$ cat config.mk
export PLATFORM = sky130hd
export DESIGN_NAME = cprv_ifetch
export DESIGN_NICKNAME = d
export VERILOG_FILES = /design/src/rtl/cprv_ifetch.sv
export SDC_FILE = /design/constraint.sdc
export NUM_CORES = 1
export LEC_CHECK = 0
export BUFFER_PORTS_ARGS = -buffer_cell sky130_fd_sc_hd__buf_2
export CAP_MARGIN = 5
export CORE_ASPECT_RATIO = 1.75
export CORE_MARGIN = 2
export CORE_UTILIZATION = 62
export CTS_CLUSTER_SIZE = 30
export DETAILED_ROUTE_END_ITERATION = 8
export PLACE_DENSITY = 0.85
export SYNTH_ARGS = -nofsm -noshare
export SYNTH_HDL_FRONTEND = slang
export SYNTH_SLANG_ARGS = --single-unit
$ cat constraint.sdc
create_clock -name clk -period 16.75 [get_ports clk]
set_input_delay 3.35 -clock clk [delete_from_list [all_inputs] [get_ports clk]]
set_output_delay 3.35 -clock clk [all_outputs]
set_load 0.02 [all_outputs]
$ cat src/rtl/cprv_ifetch.sv
// cprv_ifetch: instruction fetch front-end with credit-limited imem requests,
// an in-order response FIFO and redirect flush of in-flight responses.
module cprv_ifetch #(
  parameter int ADDR_WIDTH = 32,
  parameter int INSTR_WIDTH = 32,
  parameter int DEPTH = 4,
  parameter logic [ADDR_WIDTH-1:0] RESET_PC = '0
) (
  input  logic                   clk,
  input  logic                   rst,
  input  logic                   redirect_i,
  input  logic [ADDR_WIDTH-1:0]  redirect_pc_i,
  output logic                   valid_imem_o,
  input  logic                   ready_imem_i,
  output logic [ADDR_WIDTH-1:0]  addr_imem_o,
  input  logic                   valid_imem_i,
  output logic                   ready_imem_o,
  input  logic [INSTR_WIDTH-1:0] rdata_imem_i,
  output logic                   valid_o,
  input  logic                   ready_i,
  output logic [INSTR_WIDTH-1:0] instr_o,
  output logic [ADDR_WIDTH-1:0]  pc_o
);
  localparam int CW = $clog2(DEPTH + 1);
  localparam int PW = $clog2(DEPTH);
  localparam logic [ADDR_WIDTH-1:0] PC_STEP = ADDR_WIDTH'(4);
  logic [ADDR_WIDTH-1:0] fetch_pc_q, fetch_pc_d, resp_pc_q, resp_pc_d;
  logic [CW-1:0] out_q, out_d, drop_q, drop_d, cnt_q, cnt_d;
  logic [PW-1:0] wr_q, wr_d, rd_q, rd_d;
  logic [INSTR_WIDTH-1:0] instr_mem [DEPTH];
  logic [ADDR_WIDTH-1:0] pc_mem [DEPTH];
  logic [CW:0] used;
  logic req_fire, resp_fire, pop, wr;
  // Credits cover both in-flight and buffered entries, so every response has a slot.
  assign used = {1'b0, out_q} + {1'b0, cnt_q};
  assign valid_imem_o = !rst && used < (CW+1)'(DEPTH);
  assign addr_imem_o = fetch_pc_q;
  assign ready_imem_o = !rst;
  assign valid_o = !rst && cnt_q != '0;
  assign instr_o = instr_mem[rd_q];
  assign pc_o = pc_mem[rd_q];
  assign req_fire = valid_imem_o && ready_imem_i;
  assign resp_fire = valid_imem_i && ready_imem_o;
  assign pop = valid_o && ready_i;
  assign wr = resp_fire && drop_q == '0 && !redirect_i;
  always_comb begin
    out_d = out_q + CW'(req_fire) - CW'(resp_fire);
    fetch_pc_d = redirect_i ? redirect_pc_i : req_fire ? fetch_pc_q + PC_STEP : fetch_pc_q;
    resp_pc_d = redirect_i ? redirect_pc_i : wr ? resp_pc_q + PC_STEP : resp_pc_q;
    drop_d = redirect_i ? out_d : drop_q - CW'(resp_fire && drop_q != '0);
    cnt_d = redirect_i ? '0 : cnt_q + CW'(wr) - CW'(pop);
    wr_d = redirect_i ? '0 : wr_q + PW'(wr);
    rd_d = redirect_i ? '0 : rd_q + PW'(pop);
  end
  always_ff @(posedge clk) begin
    if (rst) begin
      fetch_pc_q <= RESET_PC;
      resp_pc_q <= RESET_PC;
      out_q <= '0;
      drop_q <= '0;
      cnt_q <= '0;
      wr_q <= '0;
      rd_q <= '0;
    end else begin
      fetch_pc_q <= fetch_pc_d;
      resp_pc_q <= resp_pc_d;
      out_q <= out_d;
      drop_q <= drop_d;
      cnt_q <= cnt_d;
      wr_q <= wr_d;
      rd_q <= rd_d;
    end
  end
  always_ff @(posedge clk) begin
    if (wr) begin
      instr_mem[wr_q] <= rdata_imem_i;
      pc_mem[wr_q] <= resp_pc_q;
    end
  end
endmodule

After elaboration in Yosys (flattened, before gate mapping)
Memory sizes are Yosys's and may differ from the RTL's. A register that Yosys moved wholly into a read port is not among the register bits.
Index checks and enable logic that the tools add are counted.
- bits in registers: 77
- RAM bits: 256
- input port bits: 70
- output and inout bits: 99
- logic and storage cells: 45
- memories kept: 2
- add/sub/neg operators: 10
- order comparisons: 1
- multiplexer cells: 9
- reductions and logical operators: 16
- memories (memory ; words ; bits a word ; read ports ; clocked after memory_dff ; write ports ; RTL line ; source):
    instr_mem ; 4 ; 32 ; 1 ; 1 ; 1 ; 30 ; logic [INSTR_WIDTH-1:0] instr_mem [DEPTH];
    pc_mem ; 4 ; 32 ; 1 ; 1 ; 1 ; 31 ; logic [ADDR_WIDTH-1:0] pc_mem [DEPTH];
- operators by type and width (kind ; number):
    32-bit two-way mux ; 4
    32-bit by 3-bit adder with 32-bit output (second input constant) ; 2
    3-bit by 1-bit subtractor with 3-bit output ; 3
    1-bit logical AND ; 8
    3-bit by 1-bit adder with 3-bit output ; 2
    3-bit nonzero test ; 2
    2-bit by 1-bit adder with 2-bit output ; 2
    3-bit by 3-bit adder with 4-bit output ; 1
    4-bit by 3-bit less-than comparator with 1-bit output (second input constant) ; 1
    2-bit two-way mux ; 2
    2-bit nonzero test ; 2
    3-bit logical NOT ; 1
    3-bit two-way mux ; 1
    1-bit logical NOT ; 2
    1-bit two-way mux ; 2
    2-bit OR reduction ; 1

Longest topological paths before layout
- depth in word-level cells: 7
- gate-level depth with buffers: 12
- mapped depth without buffers: 11

Worst setup path after synthesis
Ideal clock, no wire load.
- path type: input to register
- start: in rst
- end: mem instr_mem[1][0] (enable)
- library setup time: 578 ps
- arrival: 8741 ps
- required time: 16172 ps
- path slack: 7431 ps
- stages on the path: 5
- path buffers: 2
- path through: clkbuf_8 > nor2b_1 > clkbuf_1 > nand3_1 > nor3b_1
- word-level cells in the longest chain between the ends: 6
- RTL lines (item ; RTL line ; source):
    start: declaration ; 10 ; input logic rst,
    1-bit logical NOT ; 38 ; assign ready_imem_o = !rst;
    1-bit logical AND ; 43 ; assign resp_fire = valid_imem_i && ready_imem_o;
    1-bit logical AND (2 in series) ; 45 ; assign wr = resp_fire && drop_q == '0 && !redirect_i;
    1-bit two-way mux ; 75 ; if (wr) begin
    1-bit two-way mux (not written as such) ; 76 ; instr_mem[wr_q] <= rdata_imem_i;
    end: declaration ; 30 ;
No other way between the ends.

Worst setup path in the final report
- start: in rst
- end: out valid_imem_o
- word-level cells in the longest chain between the ends: 2
- RTL lines (item ; RTL line ; source):
    1-bit logical NOT ; 36 ; assign valid_imem_o = !rst && used < (CW+1)'(DEPTH);
    1-bit logical AND ; 36 ;
    end: declaration ; 13 ; output logic valid_imem_o,
No other way between the ends.

==> flow_summary_export.csv <==
group,metric,value,unit
floorplanning,dieArea,0.0227,mm2
floorplanning,core_area,0.0210,mm2
setup_path,crit_type,"input pin to output pin",
logic_synthesis,muxShareOfSynthArea,10.9,%
logic_synthesis,ys_ff_latch,333,
logic_synthesis,ys_types,50,
clock_network,cts_buffers,28,
clock_network,path_clk_slew,0.07,ns
floorplanning,die_x,115,um
run_status,status,"finished clean",
placed_design,portBuffers,168,
logic_synthesis,netlist_area,0.0133,mm2
routing,highest_layer,"met4",
clock_network,clock-sinks,333,
sta,min_period_over_period,45.4,%
routing,drt-pass1-iter-count,5,
routing,wl_met3,1.20,mm
power_and_ir_drop,total_power,1.69,mW
logic_synthesis,synthTopCellsByArea,"edfxtp_1 58%, dfxtp_1 12%, mux4_2 11%, xnor2_1 3.0%, a21boi_0 2.4%",
clock_network,root_buffer,"clkbuf_16",
layout,areaGrowthSynthToFinish,14.7,%
clock_network,cts_tree,"yes",
routing,m1WireLength,9.94,mm
clock_network,postCtsSetupBuffers,0,
sta,drv_slew,0,
layout,nets,1045,
clock_network,h-tree-depth,1,
run,drv_cap,0,
global_route,grtUsageTotal,22.7,%
global_route,antenna_found_initial,0,
logic_synthesis,synth-xor-area-share,3.62,%
placed_design,post-dp-hpwl,16.2,mm
logic_synthesis,synth_compound_area_share,5.91,%
logic_synthesis,avgSynthCellArea,16.8,um2
logic_synthesis,ys.flop_type,"edfxtp_1",
floorplanning,top_level_ports,169,
setup_path,cp-end-kind,"output pin",
floorplanning,die_y,198,um
logic_synthesis,synth_top_area_share,57.8,%
power_and_ir_drop,powerDensity,111,mW/mm2
hold_path,min_path_type,"flop to flop",
routing,drt-total-wl,25.7,mm
logic_synthesis,yosysWarnings,0,
floorplanning,initial_core_util,63.3,%
logic_synthesis,synth_commonest_cells,"256 x edfxtp_1, 77 x dfxtp_1, 64 x mux4_2, 46 x xnor2_1, 42 x a21boi_0",
logic_synthesis,synth_fa_ha_area_share,1.43,%
power_and_ir_drop,leakagePower,5.16,nW
power_and_ir_drop,p_comb_share,7.0,%
global_route,grt_pass1_wl,39.8,mm
logic_synthesis,synth_edf_count,256,
logic_synthesis,synth.most_common_cell,"edfxtp_1",
logic_synthesis,synthArstFlopShare,0,%
power_and_ir_drop,p_seq_share,55.7,%
setup_path,critPathSlowestCell,"nor4_4",
logic_synthesis,ys_seq_area_share,69.4,%
sta,max_freq,131,MHz
sta,finalClockSkew,0.0149,ns
setup_path,critical_path.max_stage_delay,0.36,ns
clock_network,clock_latency,0.53,ns
setup_path,cp_common_cell,"buf_2",
power_and_ir_drop,ir_drop,77.9,uV
routing,vias,7362,
sta,setup_violations,0,
routing,drtAntennaViolNets,0,
setup_path,crit_chain,"buf_2, nor4_4, and2_1, buf_2",
clock_network,cts_hold_buf,0,
routing,wl_per_cell,20.8,um
power_and_ir_drop,clkPwrFrac,37.3,%
routing,dr_wl_met2,13.8,mm
floorplanning,rows,70,
setup_path,cp_num_buf_inv,2,
routing,drt_iter0_drc,426,
sta,worst_pin_slew,0.939,ns
setup_path,worstPathArrival,4.26,ns
logic_synthesis,syn-num-nets,878,
clock_network,clockBufferDepth,3,
power_and_ir_drop,p_sw_share,21.5,%
sta,setup_tns,0,ns
sta,hold_violations,0,
power_and_ir_drop,p_int,1.33,mW
setup_path,crit_fanout,20,
global_route,first_global_vias,7545,
setup_path,cp-start-kind,"input pin",
setup_path,cpLargestDelayFamily,"simple AND/OR/NAND/NOR gates",
layout,drive_above_1_share,30.6,%
logic_synthesis,yosys.area_share.simple,6.71,%
global_route,grt_max_degree,87,
global_route,grt_overflow,0,
placed_design,gp_congestion,0.834,
logic_synthesis,synth_top_family_by_area,"multiplexers",
clock_network,cts-resized-gates,0,
setup_path,cp.required,13.40,ns
power_and_ir_drop,p_sw,0.362,mW
routing,vias_per_cell,5.96,
logic_synthesis,yosysTopAreaCell,"edfxtp_1",
sta,rsz0062_at_grt,"no",
sta,slew_headroom,37.4,%
layout,antennaDiodeCount,0,
routing,route.detailed.drc,0,
logic_synthesis,postSynthCellCount,794,
sta,period_minus_slack,7.61,ns
==> path summary, 6_finish.rpt <==
path / start / end / slack, ns / cells after the start
worst max register to register: out_q[2] / drop_q[2] / 13.60 / 11
worst min register to register: addr_imem_o[1] / addr_imem_o[1] / 0.46 / 2
worst max-delay path: rst / valid_imem_o / 9.14 / 4
worst min-delay path: addr_imem_o[1] / addr_imem_o[1] / 0.46 / 2
==> kinds of logic (layout without fill, tap and decap cells) <==
group / count (synthesis) / count (layout)
AOI/OAI and AO/OA: 108 / 108
xor gates and xnor gates: 55 / 55
adders and majority gates: 14 / 14
buffers and inverters: 62 / 251
DFF: 333 / 333
muxes: 65 / 65
and+or+nand+nor: 157 / 157
==> layout make-up <==
cell class	count	area (um2)
clock buffer	45	846
sequential	333	9230
fill	1327	5760
inverter	23	86.3
tap	252	315
timing repair buffer	176	901
clock inverter	7	58.8
multi-input combinational	399	3820
==> state kept, by name, summed over array words and instances, names as in the netlist <==
register	cells
pc_mem	128
resp_pc_q	32
instr_mem	128
wr_q	2
cnt_q	3
out_q	3
addr_imem_o	32
drop_q	3
rd_q	2
==> cell usage in the layout, fill, tap and decap left out, types with 3 or more instances in the layout <==
cell type,n
and4_1,3
a21oi_1,11
clkbuf_1,10
and3_1,4
a21boi_0,42
a21boi_1,3
clkbuf_16,29
nand4_1,14
clkinv_2,3
o31a_1,9
buf_2,168
nor2_1,19
clkbuf_8,6
or4_1,3
nand3_1,18
inv_1,22
edfxtp_1,256
nand2_1,26
xor2_1,9
o21a_1,33
and2_1,7
buf_4,8
nor4_2,3
nor3_1,25
nor2b_1,4
xnor2_1,46
o21ai_0,3
dfxtp_1,75
nor4_1,15
mux4_2,64
and3_2,3
ha_1,12
==> tightest hold or removal path: cells and delay by family, from the launching register on <==
kind	cells	cell delay [ns]
flip-flops	1	0.31
AO/OA/AOI/OAI	1	0.06
AND/OR/NAND/NOR	1	0.05
==> per-stage QoR <==
step	std cells	instance area [um2]	hold slack (ns)	setup slack [ns]	util, %
after floorplan	794	13300	0.460	7.43	-
after global placement	1183	14400	0.443	9.14	68.3
after detailed placement	1183	14400	0.448	9.15	68.3
after CTS	1235	15300	0.462	9.13	72.6
after global routing	1235	15300	0.489	9.07	72.6
final	1235	15300	0.462	9.14	72.6
==> layer usage <==
| metal | GRT usage (%) | vias to the layer above |
|---|---|---|
| met4 | 7.18 | 0 |
| met1 | 28.2 | 3663 |
| met3 | 3.37 | 44 |
| met2 | 40.8 | 220 |
| met5 | 0 | - |
| li1 | - | 3435 |
==> power groups by stage <==
| stage | clock network [mW] | logic (mW) | registers (mW) |
|---|---|---|---|
| 5_1_grt | 0.668 | 0.130 | 0.942 |
| 4_1_cts | 0.639 | 0.120 | 0.939 |
| 3_3_place_gp | 0 | 0.116 | 0.954 |
| 6_report | 0.629 | 0.119 | 0.940 |
| 2_1_floorplan | 0 | 0.0733 | 0.957 |
| 3_5_place_dp | 0 | 0.119 | 0.957 |
(Power assumes the default switching activity.)
